[src/rtl/encoder_period_meter_pkg.sv]
// Shared types and constants for the encoder period meter: period FSM states,
// direction encoding, default stall timeout and the quadrature phase table.
package encoder_period_meter_pkg;

   typedef enum logic [1:0] {
      IDLE       = 2'd0,
      WAIT_FIRST = 2'd1,
      MEASURE    = 2'd2,
      STALL      = 2'd3
   } period_state_e;

   localparam logic DIR_FWD = 1'b1;
   localparam logic DIR_REV = 1'b0;

   localparam int unsigned DEFAULT_TIMEOUT = 32'h0000_FFFF;

   // Index of a filtered {A,B} code along the forward cycle 00->10->11->01.
   function automatic logic [1:0] gray_phase(input logic [1:0] ab);
      logic [1:0] ph;
      case (ab)
         2'b00:   ph = 2'd0;
         2'b10:   ph = 2'd1;
         2'b11:   ph = 2'd2;
         default: ph = 2'd3;
      endcase
      return ph;
   endfunction

endpackage

[src/rtl/encoder_period_meter_input_filter.sv]
// One encoder channel: synchroniser chain, agreement-count glitch filter and
// the post-reset init phase during which the filter tracks its input directly.
module encoder_input_filter #(
   parameter int SYNC_STAGES = 2,
   parameter int FILT_LEN    = 4
) (
   input  logic clk,
   input  logic rst,
   input  logic raw_in,
   output logic filt_out,
   output logic init_active
);

   localparam int INIT_LEN = SYNC_STAGES + FILT_LEN;
   localparam int INIT_W   = $clog2(INIT_LEN + 1);

   logic [SYNC_STAGES-1:0] sync_q, sync_d;
   logic [3:0]             agree_cnt_q, agree_cnt_d;
   logic                   filt_q, filt_d;
   logic [INIT_W-1:0]      init_cnt_q, init_cnt_d;
   logic                   sync_val;

   assign sync_val    = sync_q[SYNC_STAGES-1];
   assign init_active = (init_cnt_q != INIT_W'(INIT_LEN));
   assign filt_out    = filt_q;

   always_comb begin
      sync_d      = {sync_q[SYNC_STAGES-2:0], raw_in};
      init_cnt_d  = init_active ? init_cnt_q + INIT_W'(1) : init_cnt_q;
      agree_cnt_d = '0;
      filt_d      = filt_q;
      if (init_active) begin
         filt_d = sync_val;
      end else if (sync_val != filt_q) begin
         // Toggle on the FILT_LEN-th consecutive disagreeing cycle.
         if (agree_cnt_q + 4'd1 == 4'(FILT_LEN)) begin
            filt_d = ~filt_q;
         end else begin
            agree_cnt_d = agree_cnt_q + 4'd1;
         end
      end
   end

   always_ff @(posedge clk) begin
      if (rst) begin
         sync_q      <= '0;
         agree_cnt_q <= '0;
         filt_q      <= 1'b0;
         init_cnt_q  <= '0;
      end else begin
         sync_q      <= sync_d;
         agree_cnt_q <= agree_cnt_d;
         filt_q      <= filt_d;
         init_cnt_q  <= init_cnt_d;
      end
   end

endmodule

[src/rtl/encoder_period_meter.sv]
// Quadrature encoder front end: x4 position/direction decode plus an
// A-rise-to-A-rise period meter with stall detection.
module encoder_period_meter
   import encoder_period_meter_pkg::*;
#(
   parameter int          SYNC_STAGES = 2,
   parameter int          FILT_LEN    = 4,
   parameter int          CNT_W       = 16,
   parameter int unsigned TIMEOUT     = DEFAULT_TIMEOUT
) (
   input  logic             clk,
   input  logic             rst,
   input  logic             enable,
   input  logic             encoder_a,
   input  logic             encoder_b,
   output logic [CNT_W-1:0] period,
   output logic             period_valid,
   output logic             direction,
   output logic [15:0]      position,
   output logic             stalled,
   output logic             quad_error,
   output logic [1:0]       state_dbg
);

   localparam logic [CNT_W-1:0] TIMEOUT_C = CNT_W'(TIMEOUT);

   logic             filt_a, filt_b, init_a, init_b, init_active;
   logic [1:0]       cur_ab, prev_ab_q, prev_ab_d, phase_step;
   logic             step_fwd, step_rev, step_err, a_rise, timeout_hit;
   period_state_e    state_q, state_d;
   logic [CNT_W-1:0] cnt_q, cnt_d, period_q, period_d;
   logic             period_valid_q, period_valid_d, stalled_q, stalled_d;
   logic             direction_q, direction_d, quad_error_q, quad_error_d;
   logic [15:0]      position_q, position_d;

   encoder_input_filter #(.SYNC_STAGES(SYNC_STAGES), .FILT_LEN(FILT_LEN)) u_filt_a (
      .clk(clk), .rst(rst), .raw_in(encoder_a), .filt_out(filt_a), .init_active(init_a)
   );

   encoder_input_filter #(.SYNC_STAGES(SYNC_STAGES), .FILT_LEN(FILT_LEN)) u_filt_b (
      .clk(clk), .rst(rst), .raw_in(encoder_b), .filt_out(filt_b), .init_active(init_b)
   );

   assign init_active = init_a | init_b;

   // Decode on previous vs current filtered code; a phase jump of 2 means both pins moved.
   always_comb begin
      cur_ab       = {filt_a, filt_b};
      prev_ab_d    = cur_ab;
      phase_step   = gray_phase(cur_ab) - gray_phase(prev_ab_q);
      step_fwd     = !init_active && (phase_step == 2'd1);
      step_rev     = !init_active && (phase_step == 2'd3);
      step_err     = !init_active && (phase_step == 2'd2);
      a_rise       = !init_active && filt_a && !prev_ab_q[1];
      position_d   = position_q;
      direction_d  = direction_q;
      quad_error_d = step_err;
      if (step_fwd) begin
         position_d  = position_q + 16'd1;
         direction_d = DIR_FWD;
      end else if (step_rev) begin
         position_d  = position_q - 16'd1;
         direction_d = DIR_REV;
      end
   end

   assign timeout_hit = (cnt_q == TIMEOUT_C);

   always_ff @(posedge clk) begin
      if (rst) begin
         state_q <= IDLE;
      end else begin
         state_q <= state_d;
      end
   end

   always_comb begin
      state_d = state_q;
      if (!enable) begin
         state_d = IDLE;
      end else begin
         case (state_q)
            IDLE:       state_d = WAIT_FIRST;
            WAIT_FIRST: if (a_rise) state_d = MEASURE;
            MEASURE:    if (!a_rise && timeout_hit) state_d = STALL;
            STALL:      if (a_rise) state_d = MEASURE;
            default:    state_d = IDLE;
         endcase
      end
   end

   // cnt_q already holds the cycles elapsed since the previous A edge-detect cycle.
   always_comb begin
      cnt_d          = cnt_q;
      period_d       = period_q;
      period_valid_d = 1'b0;
      stalled_d      = stalled_q;
      if (!enable) begin
         cnt_d     = '0;
         stalled_d = 1'b0;
      end else begin
         case (state_q)
            IDLE: cnt_d = '0;
            WAIT_FIRST: if (a_rise) cnt_d = CNT_W'(1);
            MEASURE: begin
               if (a_rise) begin
                  period_d       = cnt_q;
                  cnt_d          = CNT_W'(1);
                  period_valid_d = 1'b1;
                  stalled_d      = 1'b0;
               end else if (timeout_hit) begin
                  period_d       = TIMEOUT_C;
                  cnt_d          = '0;
                  period_valid_d = 1'b1;
                  stalled_d      = 1'b1;
               end else begin
                  cnt_d = cnt_q + CNT_W'(1);
               end
            end
            STALL: if (a_rise) cnt_d = CNT_W'(1);
            default: cnt_d = '0;
         endcase
      end
   end

   always_ff @(posedge clk) begin
      if (rst) begin
         prev_ab_q      <= '0;
         position_q     <= '0;
         direction_q    <= 1'b0;
         quad_error_q   <= 1'b0;
         cnt_q          <= '0;
         period_q       <= '0;
         period_valid_q <= 1'b0;
         stalled_q      <= 1'b0;
      end else begin
         prev_ab_q      <= prev_ab_d;
         position_q     <= position_d;
         direction_q    <= direction_d;
         quad_error_q   <= quad_error_d;
         cnt_q          <= cnt_d;
         period_q       <= period_d;
         period_valid_q <= period_valid_d;
         stalled_q      <= stalled_d;
      end
   end

   assign period       = period_q;
   assign period_valid = period_valid_q;
   assign direction    = direction_q;
   assign position     = position_q;
   assign stalled      = stalled_q;
   assign quad_error   = quad_error_q;
   assign state_dbg    = state_q;

endmodule

[config.mk]
export PLATFORM = sky130hd
export DESIGN_NAME = encoder_period_meter
export DESIGN_NICKNAME = d
export VERILOG_FILES = /design/src/rtl/encoder_period_meter_pkg.sv /design/src/rtl/encoder_period_meter_input_filter.sv /design/src/rtl/encoder_period_meter.sv
export SDC_FILE = /design/constraint.sdc
export NUM_CORES = 1
export LEC_CHECK = 0
export ABC_AREA = 1
export BUFFER_PORTS_ARGS = -buffer_cell sky130_fd_sc_hd__buf_2
export CAP_MARGIN = 20
export CELL_PAD_IN_SITES_DETAIL_PLACEMENT = 1
export CELL_PAD_IN_SITES_GLOBAL_PLACEMENT = 1
export CORE_UTILIZATION = 46
export DETAILED_ROUTE_END_ITERATION = 10
export PLACE_DENSITY_LB_ADDON = 0.1
export SYNTH_ARGS = -nofsm -noshare
export SYNTH_HDL_FRONTEND = slang
export SYNTH_SLANG_ARGS = --single-unit
[constraint.sdc]
create_clock -name clk -period 5.27 [get_ports clk]
set_input_delay 0.7905 -clock clk [delete_from_list [all_inputs] [get_ports clk]]
set_output_delay 0.7905 -clock clk [all_outputs]
set_load 0.02 [all_outputs]
**Word level (Yosys, flattened, before mapping)**

Index checks and enable logic that the tools add are counted.

- Word-level logic and storage cells: 104
- Register bits: 76
- Output and inout bits: 38
- Bits of input ports: 5

- Equal/unequal tests: 19
- Bitwise gates (word level): 7
- Muxes and demuxes: 25
- Reductions and logical operators: 28
- Add/subtract/negate cells: 8

Operators by type and width:

| kind | count |
|---|---|
| 2-to-1 mux 16 bit | 7 |
| case mux 16 bit (3 select lines) | 1 |
| adder 16 x 1 -> 16 bit, second input constant | 2 |
| case mux 2 bit (3 select lines) | 3 |
| == test 16 bit, second input constant | 1 |
| == test 2 bit, second input constant | 8 |
| subtractor 16 x 1 -> 16 bit, second input constant | 1 |
| 2-to-1 mux 1 bit | 12 |
| nonzero test 2 bit | 6 |
| adder 4 x 1 -> 4 bit, second input constant | 2 |
| == test 4 x 3 -> 1 bit, second input constant | 2 |
| AND reduction 2 bit | 4 |
| OR reduction 4 bit | 2 |
| adder 3 x 1 -> 3 bit, second input constant | 2 |
| logical AND 1 bit | 6 |
| logical NOT 2 bit | 3 |
| != test 3 bit, second input constant | 2 |
| inverter 1 bit | 6 |
| == test 2 x 1 -> 1 bit, second input constant | 2 |
| 2-to-1 mux 2 bit | 2 |
| OR reduction 2 bit | 2 |
| logical NOT 1 bit | 3 |
| AND reduction 3 bit | 1 |
| OR reduction 3 bit | 1 |
| other kinds (5) | 6 |

**Depth between registers and ports, before layout**

Gate-level depths: netlist of run 1.

- Word-level depth: 9
- Mapped depth: 23
- Mapped depth without buffers: 23

**Modules after synthesis**

Synthesis of run 1 repeated with hierarchy kept, for this count alone.

- Cell total of the unflattened synthesis: 618
- Area total of the unflattened synthesis: 4289.1 µm²

By module, submodules not included:

| module | cells each | times used | sequential area each (µm²) | area each (µm²) |
|---|---|---|---|---|
| encoder_period_meter | 522 | 1 | 1121.1 | 3445.8 |
| encoder_input_filter | 48 | 2 | 200.2 | 421.7 |

**Worst setup path after synthesis of run 1**

OpenSTA, ideal clock, no wires.

- Kind: register to register
- From: reg u_filt_a.filt_q (netlist: u_filt_a.filt_out)
- To: reg position_q[10] (netlist: position[10])
- Library setup time: 0.056 ns
- Arrival: 2.968 ns
- Required time: 5.214 ns
- Path buffers: 0
- Path slack: 2.246 ns
- Period minus slack after synthesis: 3.024 ns
- Cell stages (with the launch flop): 18
- Cell sequence: dfxtp_1 inv_1 ha_1 ha_1 nor2_8 inv_2 nor2_4 inv_1 ha_1 nand3_1 nand2_1 nand2_1 nand2_1 a21oi_1 or2_2 nand3_1 nand2_1 inv_1

- Longest elaborated chain between the ends: 6
- Elaborated cells between the ends (all ways): 11
- Those cells by class: 1 x add/sub; 4 x eq/ne; 2 x mux; 4 x reduce/logical

Ends and longest elaborated chain:

| what | line | RTL |
|---|---|---|
| start: declaration | encoder_period_meter_input_filter.sv:19 | `logic filt_q, filt_d;` |
| start signal: assignment | encoder_period_meter_input_filter.sv:53 | `filt_q <= filt_d;` |
| == test 2 bit / logical NOT 2 bit (equally long branches) | encoder_period_meter_pkg.sv:20 | `case (ab)` |
| case mux 2 bit (3 select lines) (*) | encoder_period_meter_pkg.sv:20 |  |
| subtractor 2 bit (*) | encoder_period_meter.sv:50 | `phase_step = gray_phase(cur_ab) - gray_phase(prev_ab_q);` |
| == test 2 x 1 -> 1 bit / == test 2 bit (equally long branches) | encoder_period_meter.sv:51, encoder_period_meter.sv:52 |  |
| logical AND 1 bit, on equally long branches | encoder_period_meter.sv:51, encoder_period_meter.sv:52 |  |
| 2-to-1 mux 16 bit / nonzero test 2 bit (equally long branches) | -- |  |
| end signal: assignment | encoder_period_meter.sv:138 | `position_q <= position_d;` |
| end: declaration | encoder_period_meter.sv:34 | `logic [15:0] position_q, position_d;` |

Every way passes the cells marked *; elsewhere a longest branch is shown, timed or not.
A chain may end at the register's enable or synchronous reset.

**Final worst setup path of run 1**

- From: reg u_filt_a.filt_q (netlist: u_filt_a.filt_out)
- To: reg position_q[13] (netlist: position[13])

Same word-level chain as after synthesis.

==> results of run 1 <==
==> per-stage QoR <==
step | std cells | setup slack (ns)
floorplan | 589 | 2.25
global placement | 728 | 1.74
detailed placement | 728 | 1.52
CTS | 744 | 1.48
global route | 744 | 1.11
finish | 744 | 1.50
==> kinds of logic (layout without fill, tap and decap cells) <==
family / Yosys count / after routing / synth area share
xor gates and xnor gates: 15 / 15 / 0.0317
AOI/OAI and AO/OA: 111 / 111 / 0.138
adders and majority gates: 28 / 28 / 0.0864
and+or+nand+nor: 246 / 246 / 0.265
DFF: 76 / 76 / 0.367
buffers and inverters: 113 / 160 / 0.111
==> Yosys cell counts (2+ instances only) <==
cell type,count
nand2_1,105
nor2_1,73
xor2_1,11
o211ai_1,3
ha_1,27
nor2_4,3
o21ai_1,2
xnor2_1,4
o21ai_0,47
nor2_2,2
nand4_1,6
inv_1,99
buf_4,2
dfxtp_1,76
nand3_1,36
nand3_4,2
nor3_1,6
nand2_2,6
a21oi_1,55
buf_6,3
clkbuf_1,4
==> metal layers <==
metal | share of wire | global-route usage
met4 | 0.0088 | 0.0666
met3 | 0.039 | 0.0361
met5 | 0 | 0
met2 | 0.49 | 0.420
met1 | 0.47 | 0.314
==> sequential cells by signal, summed over array words and instances, names as in the netlist, 3 cells and up <==
register,flops
u_filt_b.agree_cnt_q,4
period,16
u_filt_b.init_cnt_q,3
position,16
u_filt_a.agree_cnt_q,4
cnt_q,16
u_filt_a.init_cnt_q,3
==> layout make-up <==
cell class | instances | area (um^2)
Inverter | 102 | 385
Sequential cell | 76 | 1520
Clock buffer | 10 | 138
Tap cell | 108 | 135
Clock inverter | 6 | 71.3
Timing Repair Buffer | 42 | 210
Fill cell | 1163 | 4100
Multi-Input combinational cell | 400 | 2160
==> worst max-delay path, cell delays in order, from the launching register on <==
cell and delay, ns:
dfxtp_1 0.45, inv_1 0.13, ha_1 0.31, ha_1 0.38, nor2_8 0.37, inv_2 0.16
nor2_4 0.15, inv_1 0.27, ha_1 0.44, nand2_1 0.11, inv_1 0.06, a21oi_1 0.28
inv_1 0.08, a21oi_1 0.17, nand2_1 0.07, nand2_1 0.05, nand3_1 0.06, nand2_1 0.08
inv_1 0.04
==> where the power goes <==
part,leakage (nW),switching (mW),internal [mW]
Clock,0.0991,0.233,0.235
Sequential,0.615,0.00664,0.581
Combinational,1.47,0.0277,0.0130
==> worst max path at each step <==
stage,start,endpoint,slack [ns],depth (start not counted)
after CTS,u_filt_a.filt_out,position[13],1.48,18
after global routing,u_filt_a.filt_out,position[15],1.11,17
after detailed placement,u_filt_a.filt_out,position[13],1.52,18
final,u_filt_a.filt_out,position[13],1.50,18
after global placement,u_filt_a.filt_out,position[11],1.74,17
after floorplan,u_filt_a.filt_out,position[10],2.25,17
==> impl_metrics.py, run 1 <==
metrics = {
    "setup_path": {
        "path_class": "reg2reg",
        "critPathLaunchType": "flop",
        "r2r_cells": 18,
        "worstReg2RegEnd": "position[13]",
        "reg2reg_setup_slack_ns": 1.50,
        "crit_path_max_fanout": 27,
        "regToRegStartpoint": "u_filt_a.filt_out",
        "worstPathArrival_ns": 4.02,
        "crit_path_end_kind": "flop",
        "required_ns": 5.53,
    },
    "sta": {
        "grt_setup_unrepaired": "no",
        "max_clock_freq_ghz": 0.266,
        "finalSetupViolCount": 0,
        "layout_min_cycle_time_ns": 3.77,
        "skew_ns": 0.0115,
        "worstMarginPinSlew_ns": 0.785,
        "timing.hold.ws_ns": 0.410,
        "final.setup.tns_ns": 0,
        "slew_headroom": 0.476,
        "final-hold-violation-count": 0,
        "finalMaxSlewViolations": 0,
        "finalCritPeriodShare": 0.714,
    },
    "place": {
        "hpwl_um": 8030,
        "gp_congestion": 0.852,
        "numPortBuffers": 42,
        "placed_cell_area_um2": 4410,
    },
    "worst_hold_path": {
        "whs_endpoint": "u_filt_a.sync_q[1]",
        "min-delay-start": "u_filt_a.sync_q[0]",
        "hold_path_depth": 2,
        "hold_path.class": "reg2reg",
    },
    "drt": {
        "wl_per_cell_um": 14.4,
        "drtPass1Iterations": 4,
        "via_per_inst": 5.18,
        "drt-total-wl_um": 10700,
        "via_count": 3857,
        "drtAntennaViolNets": 0,
        "drc": 0,
        "drt_iter0_drc": 110,
    },
    "synth": {
        "yosysTopAreaCell": "dfxtp_1",
        "syn_area_um2": 4140,
        "postSynth.asyncResetShare": 0,
        "syn_nets": 622,
        "synth-main-ff-cell": "dfxtp_1",
        "synth.distinct_cells": 38,
        "synth_top_area_share": 0.367,
        "synth_edf_count": 0,
        "ys_warn_count": 0,
        "synth_seq_cells": 76,
        "synthCells": 589,
        "seq_area_frac_synth": 0.367,
        "synthTopCellsByArea": "dfxtp_1, nand2_1, inv_1",
        "synth.avg_cell_area_um2": 7.03,
    },
    "grt": {
        "grt_pass1_wl_um": 18800,
        "grt_pass1_vias": 4047,
        "grt_max_degree": 33,
        "grt_usage": 0.243,
        "overflow": 0,
        "antenna_found_initial": 0,
    },
    "cts": {
        "root_buffer": "clkbuf_8",
        "clkSinkCount": 76,
        "path_clk_slew_ns": 0.08,
        "cts_resized": 0,
        "holdBufCountCts": 0,
        "clockBufferDepth": 2,
        "clock_latency_ns": 0.36,
        "htreeDepth": 3,
        "post_cts_buffers": 0,
        "cts_tree": "done",
        "cts_buffers": 9,
    },
    "cells_and_area": {
        "layout.nets": 664,
        "antennaDiodeCount": 0,
        "area_growth_pct": 11.6,
        "mostFrequentLayoutCells": "nand2_1, inv_1, dfxtp_1",
        "stdcell_area_um2": 4620,
        "final_common_cell": "nand2_1",
        "final_core_util": 0.530,
        "drive_gt1_frac": 0.119,
    },
    "power_and_ir_drop": {
        "p_total_mw": 1.10,
        "vdd_ir_drop_max_uv": 125,
        "power_density_nw_per_um2": 237,
        "p_leak_nw": 2.18,
    },
    "floorplanning": {
        "rows": 34,
        "die-area_um2": 9380,
        "die_w_um": 96.9,
        "initial_core_util": 0.475,
        "coreArea_um2": 8720,
        "die_h_um": 96.9,
        "ios": 43,
    },
    "status": {
        "status": "complete, no violations",
    },
    "run": {
        "maxCapViolCount": 0,
    },
}
No activity file was read; power rests on OpenSTA's default activity.
==> run 2: changes to the inputs <==
CORE_UTILIZATION = 43   (was 46)
clock period = 3.7 ns   (was 5.27 ns; I/O delays follow)
==> impl_metrics.py, run 2 (same netlist as run 1, synthesis figures left out) <==
metrics = {
    "cts": {
        "holdBufCountCts": 0,
        "path_clk_slew_ns": 0.09,
        "root_buffer": "clkbuf_8",
        "clkSinkCount": 76,
        "cts_tree": "done",
        "clock_latency_ns": 0.35,
        "clockBufferDepth": 2,
        "htreeDepth": 3,
        "cts_buffers": 9,
    },
    "power_and_ir_drop": {
        "p_total_mw": 1.64,
        "p_leak_nw": 2.21,
        "power_density_nw_per_um2": 349,
        "power.clock.fraction": 0.455,
        "vdd_ir_drop_max_uv": 223,
        "sw_frac_of_total": 0.238,
        "p_int_mw": 1.25,
        "power_frac_seq": 0.509,
        "p_switching_mw": 0.392,
        "comb_power_share": 0.036,
    },
    "setup_path": {
        "required_ns": 3.96,
        "crit_path_max_fanout": 16,
        "critPathLaunchType": "flop",
        "path_class": "reg2reg",
        "crit_path_end_kind": "flop",
        "worstPathArrival_ns": 3.62,
    },
    "sta": {
        "grt_setup_unrepaired": "no",
        "layout_min_cycle_time_ns": 3.37,
        "worstMarginPinSlew_ns": 0.561,
        "finalSetupViolCount": 0,
        "finalMaxSlewViolations": 0,
        "slew_headroom": 0.624,
        "timing.hold.ws_ns": 0.403,
        "max_clock_freq_ghz": 0.297,
        "final.setup.tns_ns": 0,
        "finalCritPeriodShare": 0.910,
        "fin_ws_ns": 0.333,
        "skew_ns": 0.0116,
        "final-hold-violation-count": 0,
    },
    "cells_and_area": {
        "mostFrequentLayoutCells": "nand2_1, inv_1, dfxtp_1",
        "multi_input_area_um2": 2160,
        "final_common_cell": "nand2_1",
        "ff_latch_area_um2": 1520,
        "area_growth_pct": 13.8,
        "drive_gt1_frac": 0.125,
        "layout.nets": 667,
        "fillCellCount": 1251,
        "antennaDiodeCount": 0,
    },
    "drt": {
        "drt_iter0_drc": 106,
        "wl_per_cell_um": 13.5,
        "drtPass1Iterations": 4,
        "drt-total-wl_um": 10300,
        "via_count": 3821,
        "via_per_inst": 4.98,
        "drtAntennaViolNets": 0,
        "drc": 0,
    },
    "floorplanning": {
        "die-area_um2": 10000,
        "initial_core_util": 0.446,
        "ios": 43,
        "die_w_um": 100,
        "rows": 35,
        "die_h_um": 100,
        "coreArea_um2": 9280,
    },
    "grt": {
        "grt_pass1_vias": 3839,
        "overflow": 0,
        "grt_pass1_wl_um": 17500,
        "grt_max_degree": 33,
        "grt_usage": 0.219,
        "antenna_found_initial": 0,
    },
    "run": {
        "maxCapViolCount": 0,
    },
    "place": {
        "gp_congestion": 0.882,
        "numPortBuffers": 42,
        "place_ws_ns": 0.292,
        "hpwl_um": 7810,
    },
    "status": {
        "status": "complete, no violations",
    },
    "worst_hold_path": {
        "hold_path.class": "in2reg",
    },
}
-- run 2: final timing paths --
check,from,end,slack [ns],cells after the start
worst max-delay path,u_filt_a.filt_out,position[10],0.33,18
worst min-delay path,encoder_b,u_filt_b.sync_q[0],0.40,3
worst max register to register,u_filt_a.filt_out,position[10],0.33,18
worst min register to register,u_filt_a.sync_q[0],u_filt_a.sync_q[1],0.41,2
-- run 2: critical path, cell delays in order, from the launching register on --
cell and delay, ns:
dfxtp_1 0.45, inv_1 0.12, ha_1 0.31, ha_1 0.38
nor2_8 0.13, inv_2 0.09, nor2_4 0.16, clkinvlp_4 0.13
buf_12 0.16, ha_1 0.35, a21oi_1 0.18, nand2_1 0.13
nand2_1 0.08, nand2_1 0.11, a21oi_1 0.19, or2_2 0.14
nand3_1 0.06, nand2_1 0.08, inv_1 0.03
-- run 2: power by group through the flow --
| stage | clock [mW] | combinational, mW | sequential, mW |
|---|---|---|---|
| after global routing | 0.791 | 0.0674 | 0.839 |
| after global placement | 0 | 0.0566 | 0.855 |
| final | 0.749 | 0.0589 | 0.837 |
| after floorplan | 0 | 0.0425 | 0.855 |
| after detailed placement | 0 | 0.0592 | 0.857 |
| after CTS | 0.768 | 0.0599 | 0.837 |
-- run 2: metal layers --
layer	vias to the layer above	GRT usage	wire [um]	part of all wire
met5	-	0	0	0
met2	48	0.375	4780	0.46
li1	1970	-	-	-
met1	1792	0.286	5180	0.50
met4	0	0.0680	143	0.014
met3	11	0.0299	237	0.023
-- run 2: cell type report --
| class | instances | area share |
|---|---|---|
| Clock buffer | 10 | 0.0292 |
| Clock inverter | 6 | 0.0202 |
| Tap cell | 129 | 0.0343 |
| Multi-Input combinational cell | 400 | 0.459 |
| Sequential cell | 76 | 0.323 |
| Inverter | 102 | 0.0826 |
| Timing Repair Buffer | 45 | 0.0521 |
-- run 2: through the flow --
stage / area (um^2) / util / std cells
CTS: 4690 / 0.505 / 767
global placement: 4450 / 0.480 / 751
finish: 4710 / 0.507 / 768
global route: 4710 / 0.507 / 768
detailed placement: 4450 / 0.480 / 751
floorplan: 4140 / - / 589
-- run 2: timing repair --
item,in CTS,in global routing
buffers inserted,0,1
resized for setup,0,1
endpoints found under the setup margin,0,4
==> run 3: changes to the inputs <==
ABC_AREA = 0   (was 1)
CORE_UTILIZATION = 44   (was 43)
==> impl_metrics.py, run 3 <==
metrics = {
    "cells_and_area": {
        "fin_cells": 616,
        "antennaDiodeCount": 0,
        "final_core_util": 0.511,
        "layout.nets": 537,
        "drive_gt1_frac": 0.163,
        "mostFrequentLayoutCells": "dfxtp_1, nand2_1, nor2_1",
        "final_common_cell": "dfxtp_1",
        "area_growth_pct": 12.6,
        "fillCellCount": 1070,
    },
    "place": {
        "gp_congestion": 0.885,
        "placed_cells": 601,
        "hpwl_um": 7140,
        "numPortBuffers": 42,
        "place_ws_ns": -0.0712,
    },
    "synth": {
        "postSynth.asyncResetShare": 0,
        "syn_nets": 499,
        "seq_area_frac_synth": 0.384,
        "synth_edf_count": 0,
        "ys_warn_count": 0,
        "synth.distinct_cells": 61,
        "yosysTopAreaCell": "dfxtp_1",
        "synth_commonest_cells": "dfxtp_1, nand2_1, nor2_1",
        "synth-main-ff-cell": "dfxtp_1",
        "syn_area_um2": 3960,
        "synth.most_common_cell": "dfxtp_1",
        "synth.avg_cell_area_um2": 8.49,
        "synthCells": 466,
        "synth_seq_cells": 76,
        "synthTopCellsByArea": "dfxtp_1, ha_1, a21oi_1",
        "synth_top_area_share": 0.384,
    },
    "cts": {
        "clock_latency_ns": 0.36,
        "cts_buffers": 9,
        "clkSinkCount": 76,
        "clockBufferDepth": 2,
        "cts_tree": "done",
        "htreeDepth": 3,
        "root_buffer": "clkbuf_8",
        "path_clk_slew_ns": 0.08,
    },
    "sta": {
        "final-hold-violation-count": 0,
        "grt_setup_unrepaired": "no",
        "final.setup.tns_ns": 0,
        "layout_min_cycle_time_ns": 3.37,
        "max_clock_freq_ghz": 0.297,
        "skew_ns": 0.0107,
        "finalSetupViolCount": 0,
        "fin_ws_ns": 0.328,
        "slew_headroom": 0.417,
        "timing.hold.ws_ns": 0.416,
        "worstMarginPinSlew_ns": 0.875,
        "finalMaxSlewViolations": 0,
        "finalCritPeriodShare": 0.911,
    },
    "setup_path": {
        "cp.buffers_inverters": 1,
        "required_ns": 4.00,
        "path_class": "reg2reg",
        "cp_common_cell": "ha_1",
        "crit_start": "u_filt_a.filt_out",
        "reg2reg_setup_slack_ns": 0.33,
        "path_depth": 12,
        "regToRegStartpoint": "u_filt_a.filt_out",
        "endpoint": "position[12]",
        "critPathLaunchType": "flop",
        "r2r_cells": 12,
        "crit_path_end_kind": "flop",
        "worstPathArrival_ns": 3.67,
        "worstReg2RegEnd": "position[12]",
        "crit_chain": "inv_1, ha_1, ha_1, nor2_1, nand2_4, ha_1, a21o_1, a21o_1, a221oi_2, o21ai_0, a21oi_1, nand4b_1",
        "cpLargestDelayFamily": "compound AO/OA/AOI/OAI gates",
        "cp_slowest_cell": "a221oi_2",
        "cpPeakStageDelay_ns": 0.42,
        "crit_path_max_fanout": 14,
    },
    "run": {
        "maxCapViolCount": 0,
    },
    "grt": {
        "grt_usage": 0.217,
        "grt_max_degree": 29,
        "grt_pass1_wl_um": 16500,
        "overflow": 0,
        "antenna_found_initial": 0,
        "grt_pass1_vias": 3486,
    },
    "power_and_ir_drop": {
        "power_density_nw_per_um2": 344,
        "p_leak_nw": 1.86,
        "vdd_ir_drop_max_uv": 179,
    },
    "drt": {
        "drtAntennaViolNets": 0,
        "drt_iter0_drc": 98,
        "wl_per_cell_um": 16.1,
        "drt-total-wl_um": 9930,
        "via_per_inst": 5.64,
        "drc": 0,
        "via_count": 3476,
        "drtPass1Iterations": 4,
    },
    "status": {
        "status": "complete, no violations",
    },
    "worst_hold_path": {
        "hold_path.class": "in2reg",
    },
    "floorplanning": {
        "initial_core_util": 0.454,
        "rows": 34,
        "ios": 43,
        "die_w_um": 96.8,
        "die_h_um": 96.8,
        "die-area_um2": 9380,
        "coreArea_um2": 8720,
    },
}
==> run 3: cell types whose count changed after synthesis, sizes merged, moves of 6 or more <==
cell	change
nor2b	+7
a21oi	-11
nor2	-28
nand3	-22
a211oi	+9
clkbuf	+11
o21ai	-18
inv	-85
xnor2	+10
nand4	+6
a21o	+6
nand2	-61
==> run 3: worst min path at each step <==
| stage | from | endpoint | slack, ns | depth (start not counted) |
|---|---|---|---|---|
| final | encoder_b | u_filt_b.sync_q[0] | 0.42 | 2 |
| after global routing | encoder_b | u_filt_b.sync_q[0] | 0.42 | 2 |
| after CTS | encoder_b | u_filt_b.sync_q[0] | 0.41 | 2 |
| after detailed placement | u_filt_a.sync_q[0] | u_filt_a.sync_q[1] | 0.44 | 1 |
| after global placement | u_filt_a.agree_cnt_q[0] | u_filt_a.agree_cnt_q[0] | 0.43 | 1 |
| after floorplan | u_filt_a.sync_q[0] | u_filt_a.sync_q[1] | 0.41 | 1 |
==> run 3: cell type report <==
cell class	count	area (um^2)	area share
Inverter	16	60.1	0.0135
Clock inverter	6	65.1	0.0146
Sequential cell	76	1520	0.342
Tap cell	108	135	0.0303
Timing Repair Buffer	47	248	0.0556
Multi-Input combinational cell	354	2300	0.517
Clock buffer	9	124	0.0278
==> run 3: metal layers <==
| layer | wire, um | vias up | global-route usage |
|---|---|---|---|
| li1 | - | 1736 | - |
| met1 | 4920 | 1688 | 0.286 |
| met2 | 4660 | 42 | 0.356 |
| met3 | 231 | 10 | 0.0368 |
| met4 | 124 | 0 | 0.0781 |
| met5 | 0 | - | 0 |
==> run 3: logic make-up (layout without fill, tap and decap cells) <==
logic type,after synthesis,after routing,share of synthesized area
mux,3,3,0.00759
flops,76,76,0.384
fa+ha+maj,28,28,0.0904
buf+inv,36,78,0.0392
xor+xnor,24,24,0.0566
compound gates,120,120,0.196
simple gates,179,179,0.226
==> run 3: power by group <==
part           leakage [nW]  total [mW]  internal [mW]  switching, mW
Sequential            0.615       0.838          0.828         0.0100
Combinational          1.15      0.0604         0.0234         0.0370
Clock                0.0955       0.633          0.309          0.324
Total                  1.86        1.53           1.16          0.371
==> run 3: repair_timing <==
action,4_1_cts,5_1_grt
hold buffers,0,0
setup buffers,0,0
endpoints found under the hold margin,0,0
setup endpoints to repair,2,7
gates resized for setup,1,3
pin swaps,0,0
==> run 3: stage by stage <==
step / area, um^2 / total power, mW
finish: 4450 / 1.53
global route: 4450 / 1.59
CTS: 4440 / 1.55
detailed placement: 4250 / 0.918
global placement: 4250 / 0.915
floorplan: 3960 / 0.898
